File: config.mk
export PLATFORM = sky130hd
export DESIGN_NAME = wb16_bus_master
export DESIGN_NICKNAME = d
export VERILOG_FILES = /design/src/rtl/wb16_bus_master.sv
export SDC_FILE = /design/constraint.sdc
export NUM_CORES = 1
export LEC_CHECK = 0
export CAP_MARGIN = 40
export CORE_ASPECT_RATIO = 0.5
export CORE_MARGIN = 4
export CORE_UTILIZATION = 48
export CTS_BUF_LIST = sky130_fd_sc_hd__clkbuf_2
export CTS_CLUSTER_DIAMETER = 100
export DETAILED_ROUTE_END_ITERATION = 8
export PLACE_DENSITY = 0.82
export SETUP_SLACK_MARGIN = 0.02
export SYNTH_ARGS = -nofsm -noshare
export SYNTH_HDL_FRONTEND = slang
export SYNTH_SLANG_ARGS = --single-unit
File: constraint.sdc
create_clock -name clk -period 2.25 [get_ports clk]
set_input_delay 0.225 -clock clk [delete_from_list [all_inputs] [get_ports clk]]
set_output_delay 0.225 -clock clk [all_outputs]
set_load 0.05 [all_outputs]
File: src/rtl/wb16_bus_master.sv
// wb16_bus_master
// Classic-cycle Wishbone initiator for a 16-bit data bus. Each accepted
// command becomes exactly one single-beat Wishbone cycle. The cycle ends with
// either the slave's ack (carrying read data) or a timeout error, and the
// result is offered on a valid/ready response channel. The next command is
// accepted only after the response has been consumed.
module wb16_bus_master #(
    parameter int unsigned ADDR_WIDTH     = 3,
    parameter int unsigned DATA_WIDTH     = 16,
    parameter int unsigned TIMEOUT_CYCLES = 256,
    localparam int unsigned SEL_WIDTH     = DATA_WIDTH / 8
) (
    input  logic                  clk,
    input  logic                  rst,

    // command stream
    input  logic                  cmd_valid,
    output logic                  cmd_ready,
    input  logic                  cmd_we,
    input  logic [ADDR_WIDTH-1:0] cmd_adr,
    input  logic [DATA_WIDTH-1:0] cmd_dat,
    input  logic [SEL_WIDTH-1:0]  cmd_sel,

    // response stream
    output logic                  rsp_valid,
    input  logic                  rsp_ready,
    output logic [DATA_WIDTH-1:0] rsp_dat,
    output logic                  rsp_err,

    // Wishbone initiator port
    output logic [ADDR_WIDTH-1:0] wbm_adr_o,
    output logic [DATA_WIDTH-1:0] wbm_dat_o,
    input  logic [DATA_WIDTH-1:0] wbm_dat_i,
    output logic                  wbm_we_o,
    output logic [SEL_WIDTH-1:0]  wbm_sel_o,
    output logic                  wbm_stb_o,
    input  logic                  wbm_ack_i,
    output logic                  wbm_cyc_o
);

    typedef enum logic [1:0] {
        ST_IDLE = 2'd0,
        ST_BUS  = 2'd1,
        ST_RESP = 2'd2
    } state_t;

    // The timeout fires on the edge where the counter already holds
    // TIMEOUT_CYCLES-1, so strobe stays high for exactly TIMEOUT_CYCLES
    // cycles. The comparison is done at 32 bits so a large parameter cannot
    // alias onto a small count; because the counter saturates at 16 bits,
    // values above 65536 simply never expire.
    localparam bit          TO_EN   = (TIMEOUT_CYCLES != 0);
    localparam logic [31:0] TO_LAST = 32'(TIMEOUT_CYCLES) - 32'd1;
    localparam logic [15:0] CNT_MAX = 16'hFFFF;

    state_t                  state_reg;
    logic [15:0]             timeout_cnt_reg;
    logic                    cmd_ready_reg;
    logic                    rsp_valid_reg;
    logic [DATA_WIDTH-1:0]   rsp_dat_reg;
    logic                    rsp_err_reg;
    logic [ADDR_WIDTH-1:0]   adr_reg;
    logic [DATA_WIDTH-1:0]   dat_reg;
    logic                    we_reg;
    logic [SEL_WIDTH-1:0]    sel_reg;
    logic                    cyc_reg;
    logic                    stb_reg;
    logic                    timeout_hit;

    // Timeout condition for the current BUS cycle (ack takes priority in the FSM).
    always_comb begin
        timeout_hit = 1'b0;
        if (TO_EN && ({16'd0, timeout_cnt_reg} == TO_LAST)) begin
            timeout_hit = 1'b1;
        end
    end

    // Main controller: state, Wishbone drive, counter and response registers.
    always_ff @(posedge clk or posedge rst) begin
        if (rst) begin
            state_reg       <= ST_IDLE;
            timeout_cnt_reg <= '0;
            cmd_ready_reg   <= 1'b1;
            rsp_valid_reg   <= 1'b0;
            rsp_dat_reg     <= '0;
            rsp_err_reg     <= 1'b0;
            adr_reg         <= '0;
            dat_reg         <= '0;
            we_reg          <= 1'b0;
            sel_reg         <= '0;
            cyc_reg         <= 1'b0;
            stb_reg         <= 1'b0;
        end else begin
            case (state_reg)
                ST_IDLE: begin
                    // cmd_ready_reg is always 1 here, so cmd_valid alone
                    // means a handshake on this edge.
                    if (cmd_valid) begin
                        adr_reg         <= cmd_adr;
                        dat_reg         <= cmd_dat;
                        we_reg          <= cmd_we;
                        sel_reg         <= cmd_sel;
                        cyc_reg         <= 1'b1;
                        stb_reg         <= 1'b1;
                        cmd_ready_reg   <= 1'b0;
                        timeout_cnt_reg <= '0;
                        state_reg       <= ST_BUS;
                    end
                end

                ST_BUS: begin
                    if (wbm_ack_i) begin
                        // Normal completion; also wins over a coincident timeout.
                        cyc_reg       <= 1'b0;
                        stb_reg       <= 1'b0;
                        we_reg        <= 1'b0;
                        sel_reg       <= '0;
                        rsp_valid_reg <= 1'b1;
                        rsp_err_reg   <= 1'b0;
                        rsp_dat_reg   <= we_reg ? '0 : wbm_dat_i;
                        state_reg     <= ST_RESP;
                    end else if (timeout_hit) begin
                        // Abort: release the bus and report an error with no data.
                        cyc_reg       <= 1'b0;
                        stb_reg       <= 1'b0;
                        we_reg        <= 1'b0;
                        sel_reg       <= '0;
                        rsp_valid_reg <= 1'b1;
                        rsp_err_reg   <= 1'b1;
                        rsp_dat_reg   <= '0;
                        state_reg     <= ST_RESP;
                    end else if (timeout_cnt_reg != CNT_MAX) begin
                        timeout_cnt_reg <= timeout_cnt_reg + 16'd1;
                    end
                end

                ST_RESP: begin
                    // Hold the response until consumed; bus acks are ignored.
                    if (rsp_ready) begin
                        rsp_valid_reg <= 1'b0;
                        rsp_err_reg   <= 1'b0;
                        cmd_ready_reg <= 1'b1;
                        state_reg     <= ST_IDLE;
                    end
                end

                default: begin
                    cyc_reg       <= 1'b0;
                    stb_reg       <= 1'b0;
                    we_reg        <= 1'b0;
                    sel_reg       <= '0;
                    rsp_valid_reg <= 1'b0;
                    rsp_err_reg   <= 1'b0;
                    cmd_ready_reg <= 1'b1;
                    state_reg     <= ST_IDLE;
                end
            endcase
        end
    end

    assign cmd_ready = cmd_ready_reg;
    assign rsp_valid = rsp_valid_reg;
    assign rsp_dat   = rsp_dat_reg;
    assign rsp_err   = rsp_err_reg;
    assign wbm_adr_o = adr_reg;
    assign wbm_dat_o = dat_reg;
    assign wbm_we_o  = we_reg;
    assign wbm_sel_o = sel_reg;
    assign wbm_stb_o = stb_reg;
    assign wbm_cyc_o = cyc_reg;

endmodule
==> results.yml, run 1 <==
synthesis:
  syn-instance-count: 310
  yosysTopAreaCellShare_pct: 53.8
  seq_area_frac_synth_pct: 54.8
  synth.distinct_cells: 41
  ys_async_sr_fraction_pct: 100
  avgSynthCellArea_um2: 8.85
  yosysTopAreaCell: "dfrtp_1"
  synth_edf_count: 0
  ys_top_cells_by_count: "108 x nand2_1, 59 x dfrtp_1, 23 x o21ai_0"
  synth.area.top_cells: "dfrtp_1 54%, nand2_1 15%, o21ai_0 4.2%"
  ys_ff_latch: 60
  synth_ff_type: "dfrtp_1"
  yosys_warnings: 0
  syn_nets: 354
  yosysMostFrequentCell: "nand2_1"
  syn_area_mm2: 0.00274
sta:
  hold_violations: 0
  drv_slew: 0
  period_share_pct: 93.4
  fin_ws_ps: 149
  min_period_ps: 2100
  fin_setup_tns_ps: 0
  worst_pin_slew_ps: 534
  skew_ps: 21.5
  grt_setup_unrepaired: "false"
  worst_hold_slack_ps: 105
  timing.fmax_mhz: 476
  slew_headroom_pct: 63.9
  setup_viol: 0
cts:
  cts_resized: 0
  ctsLongestPathBuffers: 2
  clk_pin_slew_ps: 160
  cts_root_buffer: "clkbuf_2"
  cts.sinks: 60
  cts_setup_buffers: 0
  htreeDepth: 3
  cts_tree: "built"
  clk_latency_ps: 470
  numCtsBuffers: 9
  hold_buffers: 0
detailed_routing:
  first_iter_violations: 138
  vias_per_cell: 5.36
  dr_total_vias: 2571
  drc: 0
  firstDrtPassIters: 5
  postRouteAntennaNets: 0
  routedWlPerCell_um: 14.5
  wl_um: 6970
worst_setup_path:
  r2r-start: "timeout_cnt_reg[0]"
  arrival_ps: 2450
  critPathCapture: "timeout_cnt_reg[0]"
  end_kind: "flip-flop"
  crit_required_ps: 2600
  r2r_end: "timeout_cnt_reg[0]"
  crit_fanout: 5
  ff2ff_path_depth: 6
  r2r_slack_ps: 150
  critical_path_class: "reg2reg"
  start_kind: "flip-flop"
  setup.worst_path.start: "timeout_cnt_reg[0]"
placed_design:
  dp_worst_setup_slack_ps: 201
  hpwl_um: 5120
  globalplace.congestion: 0.907
  post_dp_cell_area_mm2: 0.00373
  numPortBuffers: 85
run:
  cap_violations: 0
pwr:
  power.density_mw_per_mm2: 1370
  leakage_uw: 0.00170
  peakVddDrop_v: 0.000831
floorplanning:
  core_area_mm2: 0.00552
  die_x_um: 115
  fp-row-count: 19
  io_pins: 86
  die_area_mm2: 0.00706
  die_height_um: 61.5
  initial_core_util_pct: 49.7
global_routing:
  grt_overflow: 0
  grt_pass1_wl_um: 11300
  grt_usage_pct: 20.8
  grt_max_degree: 38
  grt_pass1_vias: 2410
  antenna_found_initial: 0
finish:
  area_growth_syn_to_layout_pct: 39.5
  final_nets: 447
  final_area_mm2: 0.00382
  antenna_cells: 0
  drive_gt1_share_pct: 8.85
  fill_cells: 441
  fin_util_pct: 69.4
status:
  status: "completed"
worst_hold_path:
  hp-class: "in2async"
==> placed cells by master, fill, tap and decap left out, types with 3 or more instances in the layout <==
cell type / Yosys / final
clkinv_1: 0 / 3
nand4_1: 4 / 4
and3_1: 5 / 5
a21oi_1: 9 / 9
a41oi_1: 3 / 3
buf_4: 1 / 14
a32oi_1: 3 / 3
nor2b_1: 3 / 3
clkbuf_2: 0 / 11
nor2_1: 10 / 10
a2bb2oi_1: 3 / 3
clkdlybuf4s50_1: 0 / 85
a31oi_1: 3 / 3
o21ai_0: 23 / 23
nor3_1: 9 / 9
dfrtp_1: 59 / 59
o21ai_1: 8 / 8
nand2_1: 108 / 108
inv_1: 6 / 5
o31ai_1: 4 / 4
nand3_1: 10 / 10
==> per-layer routing <==
| layer | wire length, um | global-route usage [%] | up-vias |
|---|---|---|---|
| met5 | 0 | 0 | - |
| met4 | 68 | 6.02 | 0 |
| met3 | 392 | 8.54 | 6 |
| met2 | 3560 | 35.4 | 66 |
| met1 | 2940 | 25.0 | 1239 |
| li1 | - | - | 1260 |
==> critical path, stage by stage (launching register included) <==
cell	delay, ps
dfrtp_1	440
ha_1	260
and3_1	230
a41oi_1	470
and2_4	260
o21ai_2	70
mux2_2	270
==> layout make-up <==
class,count,area [um^2],share of cell area (%)
Timing Repair Buffer,100,976,25.5
Sequential cell,60,1500,39.3
Multi-Input combinational cell,226,1140,29.7
Inverter,6,22.5,0.589
Tap cell,73,91.3,2.39
Clock buffer,11,55.1,1.44
Clock inverter,4,41.3,1.08
==> power breakdown <==
part           switching, uW  internal (uW)
registers                229           1430
logic                   1990            965
clock network            360            251
total                   2580           2650
==> how the worst min path moves through the flow <==
stage / to / slack, ps / startpoint
after detailed placement: wbm_dat_o[11] / 460 / wbm_dat_o[11]
after global placement: wbm_dat_o[3] / 460 / wbm_dat_o[3]
final: rsp_dat[6] / 110 / rst
after floorplan: wbm_adr_o[0] / 330 / cmd_adr[0]
after CTS: rsp_dat[1] / 80 / rst
after global routing: rsp_dat[4] / 80 / rst
==> per-stage QoR <==
step | instances | power, uW
4_1_cts | 480 | 5250
6_report | 480 | 5220
3_3_place_gp | 465 | 4570
3_5_place_dp | 465 | 4640
5_1_grt | 480 | 5550
2_1_floorplan | 310 | 3590
==> cells by family after synthesis <==
family,synth area share (%)
mux,0.776
buf+inv,3.79
compound gates,15.3
fa+ha+maj,0.456
flops,54.8
simple gates,24.9
Note: power is estimated with default switching activity, not from simulation.
==> run 2: changes to the inputs <==
--- a/config.mk
+++ b/config.mk
@@ -5,6 +5,7 @@
 export SDC_FILE = /design/constraint.sdc
 export NUM_CORES = 1
 export LEC_CHECK = 0
+export ABC_CLOCK_PERIOD_IN_PS = 2250
 export CAP_MARGIN = 40
 export CORE_ASPECT_RATIO = 0.5
 export CORE_MARGIN = 4
==> results of run 2 <==
The final DEF is identical to that of run 1; final timing and power are the same.
==> run 3: changes to the inputs <==
--- a/config.mk
+++ b/config.mk
@@ -5,7 +5,6 @@
 export SDC_FILE = /design/constraint.sdc
 export NUM_CORES = 1
 export LEC_CHECK = 0
-export ABC_CLOCK_PERIOD_IN_PS = 2250
 export CAP_MARGIN = 40
 export CORE_ASPECT_RATIO = 0.5
 export CORE_MARGIN = 4
==> results of run 3 <==
The final DEF is identical to that of run 1; final timing and power are the same.
